===== src/rtl/maxi_write_bridge.sv =====
// AXI3 write-master bridge: packed {valid,payload} address/data streams to MAXI AW/W/B.
// Optional B-response error tracking is built when MAXI_WRITE_BRIDGE_BRESP_CHECK_EN is defined.
module maxi_write_bridge #(
    parameter int unsigned ADDR_W          = 32,
    parameter int unsigned DATA_W          = 64,
    parameter int unsigned BURST_LEN       = 16,
    parameter int unsigned MAX_OUTSTANDING = 4
) (
    input  logic                                     IP_CLK,
    input  logic                                     IP_ARESET_N,

    input  logic [ADDR_W:0]                          ADDR_IN,
    output logic                                     ADDR_IN_ready,
    input  logic [DATA_W:0]                          DATA_IN,
    output logic                                     DATA_IN_ready,

    output logic [ADDR_W-1:0]                        MAXI_AWADDR,
    output logic                                     MAXI_AWVALID,
    input  logic                                     MAXI_AWREADY,
    output logic [3:0]                               MAXI_AWLEN,
    output logic [1:0]                               MAXI_AWSIZE,
    output logic [1:0]                               MAXI_AWBURST,

    output logic [DATA_W-1:0]                        MAXI_WDATA,
    output logic                                     MAXI_WVALID,
    input  logic                                     MAXI_WREADY,
    output logic [DATA_W/8-1:0]                      MAXI_WSTRB,
    output logic                                     MAXI_WLAST,

    input  logic [1:0]                               MAXI_BRESP,
    input  logic                                     MAXI_BVALID,
    output logic                                     MAXI_BREADY,

    output logic [$clog2(MAX_OUTSTANDING+1)-1:0]     OUTSTANDING,
    output logic                                     IDLE,
    output logic                                     ERR
);

    localparam int unsigned OutW  = $clog2(MAX_OUTSTANDING + 1);
    localparam int unsigned BeatW = (BURST_LEN > 1) ? $clog2(BURST_LEN) : 1;

    localparam logic [OutW-1:0]  MaxOut   = OutW'(MAX_OUTSTANDING);
    localparam logic [BeatW-1:0] LastBeat = BeatW'(BURST_LEN - 1);

    // run_q keeps every ready low on the first cycle out of reset.
    logic              run_q;

    logic              aw_vld_q, aw_vld_d;
    logic [ADDR_W-1:0] aw_addr_q, aw_addr_d;

    logic              w_vld_q, w_vld_d;
    logic [DATA_W-1:0] w_data_q, w_data_d;
    logic              w_last_q, w_last_d;
    logic [BeatW-1:0]  beat_q, beat_d;

    logic [OutW-1:0]   out_q, out_d;
    logic [OutW-1:0]   credit_q, credit_d;

    logic              addr_valid;
    logic              addr_ready;
    logic              addr_fire;
    logic              aw_fire;
    logic              data_valid;
    logic              data_ready;
    logic              data_fire;
    logic              last_fire;
    logic              w_fire;
    logic              b_fire;
    logic              b_dec;

    assign addr_valid = ADDR_IN[ADDR_W];
    assign data_valid = DATA_IN[DATA_W];

    assign addr_ready = run_q && !aw_vld_q && (out_q < MaxOut);
    assign addr_fire  = addr_valid && addr_ready;
    assign aw_fire    = aw_vld_q && MAXI_AWREADY;

    // Credit counts bursts whose address is accepted but whose beats are not all taken yet.
    assign data_ready = (credit_q != '0) && (!w_vld_q || MAXI_WREADY);
    assign data_fire  = data_valid && data_ready;
    assign last_fire  = data_fire && (beat_q == LastBeat);
    assign w_fire     = w_vld_q && MAXI_WREADY;

    assign b_fire     = MAXI_BVALID && run_q;
    assign b_dec      = b_fire && (out_q != '0);

    always_comb begin
        aw_vld_d  = aw_vld_q;
        aw_addr_d = aw_addr_q;
        if (aw_fire) begin
            aw_vld_d = 1'b0;
        end
        if (addr_fire) begin
            aw_vld_d  = 1'b1;
            aw_addr_d = ADDR_IN[ADDR_W-1:0];
        end
    end

    always_comb begin
        w_vld_d  = w_vld_q;
        w_data_d = w_data_q;
        w_last_d = w_last_q;
        beat_d   = beat_q;
        if (data_fire) begin
            w_vld_d  = 1'b1;
            w_data_d = DATA_IN[DATA_W-1:0];
            w_last_d = (beat_q == LastBeat);
            beat_d   = (beat_q == LastBeat) ? '0 : beat_q + 1'b1;
        end else if (w_fire) begin
            w_vld_d  = 1'b0;
            w_last_d = 1'b0;
        end
    end

    always_comb begin
        out_d = out_q;
        unique case ({addr_fire, b_dec})
            2'b10:   out_d = out_q + 1'b1;
            2'b01:   out_d = out_q - 1'b1;
            default: out_d = out_q;
        endcase
    end

    always_comb begin
        credit_d = credit_q;
        unique case ({addr_fire, last_fire})
            2'b10:   credit_d = credit_q + 1'b1;
            2'b01:   credit_d = credit_q - 1'b1;
            default: credit_d = credit_q;
        endcase
    end

    always_ff @(posedge IP_CLK) begin
        if (!IP_ARESET_N) begin
            run_q     <= 1'b0;
            aw_vld_q  <= 1'b0;
            aw_addr_q <= '0;
            w_vld_q   <= 1'b0;
            w_data_q  <= '0;
            w_last_q  <= 1'b0;
            beat_q    <= '0;
            out_q     <= '0;
            credit_q  <= '0;
        end else begin
            run_q     <= 1'b1;
            aw_vld_q  <= aw_vld_d;
            aw_addr_q <= aw_addr_d;
            w_vld_q   <= w_vld_d;
            w_data_q  <= w_data_d;
            w_last_q  <= w_last_d;
            beat_q    <= beat_d;
            out_q     <= out_d;
            credit_q  <= credit_d;
        end
    end

`ifdef MAXI_WRITE_BRIDGE_BRESP_CHECK_EN
    logic err_q, err_d;

    // A B response with nothing in flight is a protocol error from the slave.
    always_comb begin
        err_d = err_q;
        if (b_fire && ((MAXI_BRESP != 2'b00) || (out_q == '0))) begin
            err_d = 1'b1;
        end
    end

    always_ff @(posedge IP_CLK) begin
        if (!IP_ARESET_N) begin
            err_q <= 1'b0;
        end else begin
            err_q <= err_d;
        end
    end

    assign ERR = err_q;
`else
    logic unused_bresp;
    assign unused_bresp = ^MAXI_BRESP;
    assign ERR          = 1'b0;
`endif

    assign ADDR_IN_ready = addr_ready;
    assign DATA_IN_ready = data_ready;

    assign MAXI_AWADDR  = aw_addr_q;
    assign MAXI_AWVALID = aw_vld_q;
    assign MAXI_AWLEN   = 4'(BURST_LEN - 1);
    assign MAXI_AWSIZE  = (DATA_W == 64) ? 2'd3 : 2'd2;
    assign MAXI_AWBURST = 2'b01;

    assign MAXI_WDATA  = w_data_q;
    assign MAXI_WVALID = w_vld_q;
    assign MAXI_WSTRB  = '1;
    assign MAXI_WLAST  = w_last_q;

    assign MAXI_BREADY = run_q;

    assign OUTSTANDING = out_q;
    assign IDLE        = (out_q == '0) && !aw_vld_q && !w_vld_q && (beat_q == '0);

endmodule

===== config.mk =====
export PLATFORM = sky130hd
export DESIGN_NAME = maxi_write_bridge
export DESIGN_NICKNAME = d
export VERILOG_FILES = /design/src/rtl/maxi_write_bridge.sv
export SDC_FILE = /design/constraint.sdc
export NUM_CORES = 1
export LEC_CHECK = 0
export BUFFER_PORTS_ARGS = -buffer_cell sky130_fd_sc_hd__buf_4
export CORE_MARGIN = 3
export CORE_UTILIZATION = 50
export CTS_CLUSTER_SIZE = 8
export DETAILED_ROUTE_END_ITERATION = 8
export PLACE_DENSITY = 0.92
export SLEW_MARGIN = 15
export SYNTH_ARGS = -nofsm -noshare
export SYNTH_HDL_FRONTEND = slang
export SYNTH_SLANG_ARGS = --single-unit

===== constraint.sdc =====
create_clock -name IP_CLK -period 4.05 [get_ports IP_CLK]
set_clock_uncertainty 0.15 [all_clocks]
set_input_delay 0.2025 -clock IP_CLK [delete_from_list [all_inputs] [get_ports IP_CLK]]
set_output_delay 0.2025 -clock IP_CLK [all_outputs]
set_load 0.005 [all_outputs]

== Word level (Yosys, flattened, before mapping) ==
Cells that the tools add are included.

* Word-level logic and storage cells: 53
* Flip-flop bits (word level): 110
* Output and inout port bits: 123
* Input bits: 105

* Order comparisons: 1
* Reduce and logical (&&, ||, !) cells: 24
* Add/subtract/negate cells: 5
* Eq/ne operators: 5
* Muxes and demuxes: 9

{| class="wikitable"
|+ Operator list
! cell !! number
|-
| 1-bit logical AND || 13
|-
| 3-bit case mux with 2 select lines || 2
|-
| 2-bit nonzero test || 4
|-
| 3-bit by 1-bit adder with 3-bit output, second input constant || 2
|-
| 1-bit 2-to-1 mux || 6
|-
| 3-bit nonzero test || 2
|-
| 3-bit by 1-bit subtractor with 3-bit output, second input constant || 2
|-
| 4-bit by 1-bit adder with 4-bit output, second input constant || 1
|-
| 2-bit by 1-bit equality test with 1-bit output, second input constant || 2
|-
| 2-bit equality test, second input constant || 2
|-
| 4-bit equality test, second input constant || 1
|-
| 4-bit zero test || 1
|-
| 4-bit 2-to-1 mux || 1
|-
| 3-bit zero test || 1
|-
| 3-bit < comparator, second input constant || 1
|-
| 1-bit zero test || 2
|-
| 1-bit logical OR || 1
|}

== Depth between registers and ports, before layout ==
Gate-level depths: netlist of the first run.

* Depth after elaboration: 7
* Depth in mapped cells: 10
* Depth with buffers taken out: 9

== Least setup slack after synthesis of the first run ==
No wires, ideal clock.

* Path type: register to register
* Start point: register w_vld_q (netlist: MAXI_WVALID)
* End point: register credit_q[2]
* Clock period less this slack: 2.398 ns
* Cell stages (with the launch flop): 11
* Buffers on the path: 2
* Data arrival time: 2.177 ns
* Data required time: 3.830 ns
* Path slack: 1.652 ns
* Setup time: 0.070 ns
* Path through: dfxtp_1 > nor2b_1 > buf_2 > buf_4 > nor4_2 > ha_1 > inv_1 > fa_1 > xor2_1 > or3_1 > a21oi_1

* Longest elaborated chain between the ends: 7
* Elaborated cells between the ends (all ways): 9
* Classes of those cells: eq/ne (2); mux (1); reduce/logical (6)

{| class="wikitable"
|+ RTL lines
! item !! line !! source
|-
| start, declared || 51 || <nowiki>logic w_vld_q, w_vld_d;</nowiki>
|-
| start signal, assigned || 148 || <nowiki>w_vld_q <= w_vld_d;</nowiki>
|-
| 1-bit zero test * || 79 || <nowiki>assign data_ready = (credit_q != '0) && (!w_vld_q || MAXI_WREADY);</nowiki>
|-
| 1-bit logical OR * || 79 ||
|-
| 1-bit logical AND * || 79 ||
|-
| 1-bit logical AND * || 80 || <nowiki>assign data_fire = data_valid && data_ready;</nowiki>
|-
| 1-bit logical AND * || 81 || <nowiki>assign last_fire = data_fire && (beat_q == LastBeat);</nowiki>
|-
| net last_fire || 66 || <nowiki>logic last_fire;</nowiki>
|-
| 2-bit by 1-bit equality test with 1-bit output or 2-bit equality test (tied branches) || 126 || <nowiki>unique case ({addr_fire, last_fire})</nowiki>
|-
| 3-bit case mux with 2 select lines or 2-bit nonzero test (tied branches) || n/a ||
|-
| end signal, assigned || 153 || <nowiki>credit_q <= credit_d;</nowiki>
|-
| end, declared || 57 || <nowiki>logic [OutW-1:0] credit_q, credit_d;</nowiki>
|}

The timed path passes the listed nets; every way through them passes the cells marked *.
A chain may end at the register's enable or synchronous reset.

== Worst setup path after layout of the first run ==
* Start point: register aw_vld_q (netlist: MAXI_AWVALID)
* End point: register credit_q[2]

* Longest elaborated chain between the ends: 6
* Elaborated cells between the ends (all ways): 8
* Classes of those cells: eq/ne (2); mux (1); reduce/logical (5)

{| class="wikitable"
|+ RTL lines
! item !! line !! source
|-
| start, declared || 48 || <nowiki>logic aw_vld_q, aw_vld_d;</nowiki>
|-
| start signal, assigned || 146 || <nowiki>aw_vld_q <= aw_vld_d;</nowiki>
|-
| 1-bit zero test * || 74 || <nowiki>assign addr_ready = run_q && !aw_vld_q && (out_q < MaxOut);</nowiki>
|-
| 1-bit logical AND * (2 in series) || 74 ||
|-
| 1-bit logical AND * || 75 || <nowiki>assign addr_fire = addr_valid && addr_ready;</nowiki>
|-
| 2-bit by 1-bit equality test with 1-bit output or 2-bit equality test (tied branches) || 126 ||
|-
| 3-bit case mux with 2 select lines or 2-bit nonzero test (tied branches) || n/a ||
|}

Every way passes the cells marked *; elsewhere a longest branch is shown, timed or not.

==> results.toml, run 1 <==
[run_status]
status = "complete, no violations"

[yosys]
syn_inst = 553
synth_area_um2 = 4730
ys_ff_latch = 110
synth_area_leaders = "dfxtp_1 (47%), a21oi_1 (11%), o31ai_1 (10%)"
async_flop_share_pct = 0
synth_ff_type = "dfxtp_1"
synth_top_area_share_pct = 46.56
yosysTopAreaCell = "dfxtp_1"
synth_area_per_cell_um2 = 8.553
synth_common_cells = "dfxtp_1 (110), a21oi_1 (105), nand2_1 (68), nand4_1 (67), o31ai_1 (66)"
yosysWarnings = 0
synth_edf_count = 0
synth_cell_types = 35
synth-seq-area-share_pct = 46.56
synthMostInstantiatedCell = "dfxtp_1"

[worst_setup_path]
cp-end-kind = "flip-flop"
critPathBufInv = 4
crit_family = "buffers and inverters"
worstSetupPathType = "reg2reg"
rrSetupSlack_ns = 0.97
cp.required_ns = 4.18
cp_cell_sequence = "and4bb_2 -> buf_4 -> clkinv_1 -> buf_4 -> ha_1 -> inv_1 -> fa_1 -> xor2_1 -> or3_1 -> a21oi_1"
critPathLaunchType = "flip-flop"
reg2reg_from = "MAXI_AWVALID$_SDFFE_PN0P_"
arrival_ns = 3.21
cp_slowest_cell = "dfxtp_1"
cpPeakStageDelay_ns = 0.43
startpoint = "MAXI_AWVALID$_SDFFE_PN0P_"
crit_fanout = 33
crit_top_cell = "buf_4"

[drt]
remaining_drc_errors = 0
vias_per_cell = 6.032
via_count = 5574
drtAntennaViolNets = 0
wire_per_inst_um = 19.85
wl_mm = 18.34
met1Wirelength_mm = 6.589
highest_layer = "met4"
drt_iter0_drc = 423
first_pass_iters = 5
wl_met2_mm = 9.167
dr_wl_met3_mm = 1.841

[clocking]
htreeDepth = 3
numCtsBuffers = 9
root_buffer = "clkbuf_8"
cts_tree = "yes"
clockBufferDepth = 2
clk_latency_ns = 0.36
cts.sinks = 110
path_clk_slew_ns = 0.11

[sta]
slew_viol_final = 0
slew_headroom_pct = 26.61
rsz0062_at_grt = "false"
setup_viol = 0
fmax_ghz = 0.3250
layout_min_cycle_time_ns = 3.077
period_share_pct = 75.96
tns_ns = 0
finalHoldViolCount = 0
tightest_slew_ns = 1.101

[power]
p_int_mw = 1.629
power.share.clock_pct = 27.3
seqPwrFrac_pct = 50.9
switching_share_pct = 29.34
p_total_mw = 2.306
comb_power_share_pct = 21.8
p_per_area_nw_per_um2 = 316.9
ir_worst_vdd_uv = 250.3
power.leakage_nw = 3.011
p_sw_uw = 676.3

[global_route]
overflow = 0
first_global_vias = 5439
grt_pass1_wl_mm = 27.60
grt_max_degree = 71
antenna_found_initial = 0
grtUsageTotal_pct = 33.02

[place]
numPlacedInstances = 810
placed_cell_area_um2 = 6108
numPortBuffers = 208
dp_hpwl_mm = 9.465
gp_congestion = 0.8099

[floorplan]
row_count = 34
die_area_um2 = 10660
die_x_um = 103.3
start_util_pct = 52.94
fp.coreArea_um2 = 8934
boundaryPins = 228
die_h_um = 103.3

[final_layout]
diodes = 0
fin_area_um2 = 7276
fillers = 490
fin_nets = 922
final_util_pct = 81.44
fin_cells = 924
areaGrowthSynthToFinish_pct = 53.84
drive_gt1_share_pct = 29.29

[hold_path]
min_from = "MAXI_WREADY"
hold_class = "in2reg"

[job]
drv_cap = 0
## layout by cell type, fill, tap and decap left out
| master | netlist | final |
|---|---|---|
| nor4_1 | 1 | 1 |
| clkinv_2 | 0 | 2 |
| ha_1 | 4 | 4 |
| or3_4 | 0 | 1 |
| clkinv_1 | 1 | 1 |
| inv_1 | 9 | 8 |
| nand4_1 | 67 | 67 |
| nor2_1 | 8 | 8 |
| o21a_1 | 1 | 1 |
| nor2b_4 | 0 | 1 |
| mux2i_1 | 1 | 1 |
| o21ai_0 | 2 | 2 |
| clkinv_4 | 0 | 2 |
| nand2b_1 | 3 | 2 |
| dfxtp_1 | 110 | 110 |
| inv_2 | 1 | 2 |
| inv_6 | 0 | 2 |
| or3_1 | 3 | 2 |
| and4bb_2 | 1 | 1 |
| a41o_1 | 1 | 1 |
| nand3_1 | 2 | 2 |
| buf_4 | 23 | 215 |
| nor3_1 | 1 | 1 |
| o311a_1 | 2 | 2 |
| xor2_1 | 4 | 4 |
| nand2_1 | 68 | 68 |
| o31ai_1 | 66 | 66 |
| and3_1 | 2 | 2 |
| fa_1 | 2 | 2 |
| nor3_4 | 0 | 1 |
| dlygate4sd3_1 | 0 | 98 |
| a31oi_1 | 1 | 1 |
| conb_1 | 2 | 17 |
| nor3b_1 | 1 | 1 |
| a21oi_1 | 105 | 105 |
| clkbuf_8 | 0 | 10 |
| nand2b_2 | 0 | 1 |
| nor4_2 | 1 | 1 |
## cells by family (layout without fill, tap and decap cells)
group / count (synthesis) / after routing / synth area share, %
buf+inv: 92 / 340 / 10.26
fa+ha+maj: 6 / 6 / 1.905
mux: 1 / 1 / 0.2116
other cells: 2 / 17 / 0.1588
xor+xnor: 4 / 4 / 0.7407
simple gates: 160 / 160 / 17.43
compound gates: 178 / 178 / 22.73
flops: 110 / 110 / 46.56
## power by group through the flow
stage / Sequential [mW] / Combinational, mW / Clock [mW]
after floorplan: 1.19 / 0.217 / 0
after global placement: 1.19 / 0.388 / 0
after detailed placement: 1.19 / 0.399 / 0
after CTS: 1.17 / 0.476 / 0.635
after global routing: 1.18 / 0.538 / 0.675
final: 1.17 / 0.503 / 0.629
## worst reg2reg max path, cell delays in order, from the launching register on
cell,delay (ns)
dfxtp_1,0.43
and4bb_2,0.26
buf_4,0.23
clkinv_1,0.21
buf_4,0.33
ha_1,0.26
inv_1,0.08
fa_1,0.39
xor2_1,0.17
or3_1,0.33
a21oi_1,0.16
## registers in the layout, summed over array words and instances (netlist names)
name,count
MAXI_AWADDR,32
MAXI_AWVALID,1
MAXI_BREADY,1
MAXI_WDATA,64
MAXI_WLAST,1
MAXI_WVALID,1
OUTSTANDING,3
beat_q,4
credit_q,3
## through the flow
stage | hold WS (ns) | setup WS, ns
global route | 0.1505 | 0.8305
floorplan | 0.08022 | 1.652
global placement | 0.2184 | 1.230
detailed placement | 0.2188 | 1.032
CTS | 0.1362 | 0.9970
finish | 0.1475 | 0.9735
## final timing paths
check / depth (start not counted) / to
hold / removal: 4 / MAXI_WLAST$_SDFFE_PN0P_
setup reg to reg: 10 / credit_q[2]$_SDFFE_PN0P_
hold reg to reg: 2 / MAXI_AWADDR[20]$_SDFFE_PN0P_
setup / recovery: 10 / credit_q[2]$_SDFFE_PN0P_
## layer usage
layer | vias to the layer above | global-route usage [%]
li1 | 2491 | -
met1 | 2616 | 38.49
met2 | 403 | 57.42
met3 | 64 | 7.579
met4 | 0 | 15.44
met5 | - | 0
## repair_timing
item / CTS / global route
setup buffers: 0 / 0
resized for setup: 0 / 0
setup endpoints to repair: 0 / 0
hold buffers: 98 / 0
hold endpoints to repair: 101 / 0
## cell type report
class / instances / area [um2] / area share [%]
tap: 108 / 135.1 / 1.857
sequential: 110 / 2202 / 30.27
multi-input combinational: 366 / 2120 / 29.13
clock inverter: 6 / 45.04 / 0.6191
inverter: 11 / 41.29 / 0.5675
clock buffer: 10 / 137.6 / 1.892
timing repair buffer: 313 / 2595 / 35.67
Power figures use the tool's default switching activity.
==> run 2, diff against run 1 <==
--- a/config.mk
+++ b/config.mk
@@ -5,12 +5,13 @@
 export SDC_FILE = /design/constraint.sdc
 export NUM_CORES = 1
 export LEC_CHECK = 0
+export ABC_AREA = 1
 export BUFFER_PORTS_ARGS = -buffer_cell sky130_fd_sc_hd__buf_4
 export CORE_MARGIN = 3
-export CORE_UTILIZATION = 50
+export CORE_UTILIZATION = 46
 export CTS_CLUSTER_SIZE = 8
 export DETAILED_ROUTE_END_ITERATION = 8
-export PLACE_DENSITY = 0.92
+export PLACE_DENSITY = 0.86
 export SLEW_MARGIN = 15
 export SYNTH_ARGS = -nofsm -noshare
 export SYNTH_HDL_FRONTEND = slang
==> constraint.sdc (replaced) <==
create_clock -name IP_CLK -period 3.15 [get_ports IP_CLK]
set_clock_uncertainty 0.15 [all_clocks]
set_input_delay 0.1575 -clock IP_CLK [delete_from_list [all_inputs] [get_ports IP_CLK]]
set_output_delay 0.1575 -clock IP_CLK [all_outputs]
set_load 0.005 [all_outputs]
==> run 2 against run 1 <==
  * Wire length is 18% lower
  * Via count shrank 8.4%
  * Final cell count increased by 19%
  * Global-route usage fell by 7.5 points
  * Die area increased by 8.2%
  * Worst hold slack worse by 0.12 ns
  * Clock power rose by 37%
  * Register-to-register slack improved by 0.15 ns
  * First-iteration DRC count decreased by 23%
  * Sequential power grew 33%
  * Sequential cell count is the same
  * Core utilization shrank 6.7 points
  * Largest cell class unchanged
==> results.toml, run 2 <==
[floorplan]
die_area_um2 = 11530
start_util_pct = 47.95
die_x_um = 107.4
fp.coreArea_um2 = 9864
row_count = 36
die_h_um = 107.4
boundaryPins = 228

[power]
seqPwrFrac_pct = 49.0
comb_power_share_pct = 24.0
switching_share_pct = 28.20
p_sw_uw = 898.7
ir_worst_vdd_uv = 272.2
power.leakage_nw = 3.837
power.share.clock_pct = 27.0
p_int_mw = 2.289
p_per_area_nw_per_um2 = 432.4

[sta]
tightest_slew_ns = 1.020
rsz0062_at_grt = "false"
slew_viol_final = 0
period_share_pct = 64.25
fmax_ghz = 0.4941
slew_headroom_pct = 31.57
layout_min_cycle_time_ns = 2.024
setup_viol = 0
finalHoldViolCount = 0
tns_ns = 0

[place]
gp_congestion = 0.7661
placed_cell_area_um2 = 6197
numPortBuffers = 208
dp_hpwl_mm = 8.192

[clocking]
clk_latency_ns = 0.37
path_clk_slew_ns = 0.10
clockBufferDepth = 2
post_cts_buffers = 0
cts_resized = 0
htreeDepth = 3
cts.sinks = 110
numCtsBuffers = 9
root_buffer = "clkbuf_8"
cts_tree = "yes"

[yosys]
synth_cell_types = 26
synth_area_leaders = "dfxtp_1 (47%), nand2_1 (15%), nor2_1 (10%)"
synth_edf_count = 0
synthMostInstantiatedCell = "nand2_1"
ys_ff_latch = 110
synth_common_cells = "nand2_1 (191), nor2_1 (130), dfxtp_1 (110), inv_1 (88), a21oi_1 (41)"
synth_area_per_cell_um2 = 6.945
async_flop_share_pct = 0
yosysWarnings = 0
synth_ff_type = "dfxtp_1"
syn_inst = 681
synth_area_um2 = 4730
synth_top_area_share_pct = 46.56
synth-seq-area-share_pct = 46.56
yosysTopAreaCell = "dfxtp_1"

[drt]
wl_mm = 15.10
wire_per_inst_um = 13.70
remaining_drc_errors = 0
first_pass_iters = 6
vias_per_cell = 4.635
via_count = 5108
drt_iter0_drc = 326
drtAntennaViolNets = 0

[worst_setup_path]
cp_cell_sequence = "ha_1 -> nand2_1 -> nor2_1 -> ha_1 -> inv_1 -> fa_1 -> inv_1 -> nand2_1 -> nand3_1 -> o21ai_0 -> a21oi_1"
cp-end-kind = "flip-flop"
arrival_ns = 2.18
worstSetupPathType = "reg2reg"
crit_family = "adder cells"
critPathBufInv = 2
critPathLaunchType = "flip-flop"
crit_fanout = 3
cp_slowest_cell = "fa_1"
cp.required_ns = 3.30
cpPeakStageDelay_ns = 0.38

[final_layout]
diodes = 0
drive_gt1_share_pct = 24.56
final_common_cell = "buf_4"
largest_reg_flops = 64
final_util_pct = 74.72
areaGrowthSynthToFinish_pct = 55.85
fin_nets = 1075
final_cell_mix = "buf_4 (211), nand2_1 (191), nor2_1 (130)"
fin_area_um2 = 7371
fillers = 649

[run_status]
status = "complete, no violations"

[job]
drv_cap = 0

[global_route]
grt_pass1_wl_mm = 23.72
overflow = 0
antenna_found_initial = 0
grtUsageTotal_pct = 25.54
first_global_vias = 4956
grt_max_degree = 136

[hold_path]
hold_class = "in2reg"
run 2: area by class of cell:
| cell class | count | area [um2] | area share [%] |
|---|---|---|---|
| well taps | 133 | 166.4 | 2.258 |
| inverters | 90 | 337.8 | 4.583 |
| clock buffers | 13 | 148.9 | 2.020 |
| clock inverters | 3 | 43.79 | 0.5941 |
| flip-flops and latches | 110 | 2202 | 29.88 |
| multi-input cells | 443 | 1887 | 25.60 |
| repair buffers | 310 | 2585 | 35.07 |
run 2: final timing paths:
| path | startpoint | end | slack [ns] | depth (start not counted) |
|---|---|---|---|---|
| hold reg to reg | MAXI_AWADDR[26]$_SDFFE_PN0P_ | MAXI_AWADDR[26]$_SDFFE_PN0P_ | 0.32 | 2 |
| hold / removal | MAXI_WREADY | MAXI_WVALID$_SDFFE_PN0P_ | 0.03 | 4 |
| setup / recovery | beat_q[0]$_SDFFE_PN0P_ | credit_q[2]$_SDFFE_PN0P_ | 1.13 | 11 |
| setup reg to reg | beat_q[0]$_SDFFE_PN0P_ | credit_q[2]$_SDFFE_PN0P_ | 1.13 | 11 |
run 2: kinds of logic after synthesis:
logic type,Yosys count,synth area share [%]
simple gates,371,31.30
buf+inv,143,14.89
flops,110,46.56
compound gates,49,5.185
fa+ha+maj,6,1.905
other cells,2,0.1588
run 2: power by group through the flow:
stage	registers [mW]	logic, mW	clock network [mW]
after floorplan	1.59	0.338	0
after global placement	1.58	0.627	0
after detailed placement	1.59	0.639	0
after CTS	1.56	0.740	0.872
after global routing	1.57	0.851	0.930
final	1.56	0.766	0.859
run 2: what timing repair did:
action / 4_1_cts / 5_1_grt
endpoints found under the hold margin: 98 / 0
endpoints found under the setup margin: 0 / 0
hold buffers: 98 / 0
run 2: worst reg2reg max path, stage by stage, from the launching register on:
cell	delay [ns]
dfxtp_1	0.37
ha_1	0.20
nand2_1	0.09
nor2_1	0.13
ha_1	0.17
inv_1	0.07
fa_1	0.38
inv_1	0.06
nand2_1	0.05
nand3_1	0.08
o21ai_0	0.07
a21oi_1	0.15
run 2: metal layers:
metal  wire (um)  global-route usage [%]  up-vias
li1            -                       -     2552
met1        6012                   29.44     2283
met2        7284                   44.24      237
met3        1426                   7.738       36
met4         373                   10.10        0
met5           0                       0        -
run 2: per-stage QoR:
stage          hold WS (ns)  setup slack (ns)  instances  power (mW)
2_1_floorplan       0.03522            0.9687        696       1.932
3_3_place_gp         0.2280             1.183        988       2.211
3_5_place_dp         0.2342             1.142        988       2.228
4_1_cts             0.01884             1.124       1102       3.169
5_1_grt             0.05895            0.9677       1102       3.356
6_report            0.03185             1.126       1102       3.187
==> run 3, diff against run 2 <==
==> constraint.sdc (replaced) <==
create_clock -name IP_CLK -period 1.9 [get_ports IP_CLK]
set_clock_uncertainty 0.15 [all_clocks]
set_input_delay 0.095 -clock IP_CLK [delete_from_list [all_inputs] [get_ports IP_CLK]]
set_output_delay 0.095 -clock IP_CLK [all_outputs]
set_load 0.005 [all_outputs]
==> run 3 against run 2 <==
  * Fmax rose by 8.7%
  * Count of clock-buffer cells in the layout down 3
  * Clock power up 68%
  * First-iteration DRC count shrank 14%
  * Wire length is 4.4% higher
  * Global-route usage fell by 0.17 points
  * Non-clock buffer count increased by 10
  * Critical path depth fell by 1
  * Total power increased by 68%
  * Final cell count up 0.91%
  * Critical path type unchanged
  * Largest power group unchanged
==> results.toml, run 3 (synthesis gave the netlist of run 2 again) <==
[final_layout]
fin_nets = 1085
final_common_cell = "buf_4"
fin_cells = 1112
fillers = 631
drive_gt1_share_pct = 28.09
areaGrowthSynthToFinish_pct = 59.47
largest_reg_flops = 64
final_util_pct = 76.46
final_cell_mix = "buf_4 (219), nand2_1 (186), nor2_1 (128)"
diodes = 0

[job]
drv_cap = 0

[power]
power.leakage_nw = 3.895
p_total_mw = 5.349
ir_worst_vdd_uv = 447.3
p_per_area_nw_per_um2 = 709.2

[drt]
drtAntennaViolNets = 0
wl_mm = 15.76
drt_iter0_drc = 279
wire_per_inst_um = 14.17
first_pass_iters = 5
remaining_drc_errors = 0
vias_per_cell = 4.671
via_count = 5194

[floorplan]
fp.coreArea_um2 = 9864
start_util_pct = 47.95
die_area_um2 = 11530
die_h_um = 107.4
boundaryPins = 228
die_x_um = 107.4
row_count = 36

[clocking]
clockBufferDepth = 2
cts_tree = "yes"
htreeDepth = 3
clk_latency_ns = 0.36
numCtsBuffers = 9
cts.sinks = 110
path_clk_slew_ns = 0.10
root_buffer = "clkbuf_8"

[sta]
period_share_pct = 97.96
rsz0062_at_grt = "true"
holdWs_ns = 0.07035
finalHoldViolCount = 0
tightest_slew_ns = 0.5846
layout_min_cycle_time_ns = 1.861
slew_viol_final = 0
fmax_ghz = 0.5373
slew_headroom_pct = 61.03
setup_viol = 0

[worst_setup_path]
worstSetupPathType = "reg2reg"
startpoint = "MAXI_WVALID$_SDFFE_PN0P_"
reg2reg_from = "MAXI_WVALID$_SDFFE_PN0P_"
cp.required_ns = 2.01
cp-end-kind = "flip-flop"
arrival_ns = 1.97
critPathLaunchType = "flip-flop"
crit_fanout = 4

[hold_path]
hold_class = "in2reg"
min_from = "ADDR_IN[32]"

[global_route]
first_global_vias = 5041
antenna_found_initial = 0
globalRouteMet3Util_pct = 7.199
grt_pass1_wl_mm = 23.95
globalRouteMet1Util_pct = 30.06
grtUsageTotal_pct = 25.38
met2_usage_pct = 44.10
top_usage_layer = "met2"
grt_max_degree = 136
overflow = 0

[place]
numPlacedInstances = 992
dp_hpwl_mm = 8.670
numPortBuffers = 208
gp_congestion = 0.7703

[run_status]
status = "complete, no violations"
## run 3: area by class of cell
type	count	area (um2)	share of cell area, %
multi-input cells	443	1952	25.88
well taps	133	166.4	2.206
flip-flops and latches	110	2220	29.43
repair buffers	320	2668	35.37
clock inverters	6	71.32	0.9456
inverters	90	337.8	4.479
clock buffers	10	127.6	1.692
## run 3: per-layer routing
metal  routed length, um  part of all wire (%)  vias up
li1                    -                     -     2575
met1                6072                    39     2340
met2                7724                    49      241
met3                1539                   9.8       38
met4                 419                   2.7        0
met5                   0                     0        -
## run 3: critical path, stage by stage (launching register included)
cell and delay, ns:
dfxtp_2 0.36, nand2_2 0.12, nand3_4 0.09, nor2_2 0.11
ha_2 0.19, inv_2 0.05, fa_2 0.35, nand2_2 0.08
nand3_2 0.08, o21ai_1 0.13, a21oi_1 0.05
## run 3: what timing repair did
action / CTS / global route
endpoints found under the hold margin: 101 / 0
pin swaps: 0 / 9
endpoints found under the setup margin: 1 / 3
hold buffers: 100 / 0
resized for setup: 6 / 14
setup buffers: 0 / 4
## run 3: per-stage QoR
step           instance area (um2)  TNS [ns]  worst slack (ns)
4_1_cts                       7473         0           0.01591
5_1_grt                       7542   -0.3535          -0.05953
6_report                      7542         0           0.03876
3_5_place_dp                  6252  -0.04127          -0.04127
2_1_floorplan                 4817   -0.2968           -0.1852
3_3_place_gp                  6252         0           0.02407
## run 3: final timing paths
path	cells after the start	to	slack [ns]
worst max-delay path	10	credit_q[2]$_SDFFE_PN0P_	0.04
worst min-delay path	4	OUTSTANDING[0]$_SDFFE_PN0P_	0.07
worst max register to register	10	credit_q[2]$_SDFFE_PN0P_	0.04
worst min register to register	2	MAXI_AWADDR[29]$_SDFFE_PN0P_	0.32
## run 3: power by group
part	leakage, nW	internal (mW)	switching [mW]
logic	2.89	0.681	0.627
registers	0.906	2.49	0.112
clock network	0.0984	0.623	0.817
total	3.90	3.79	1.56
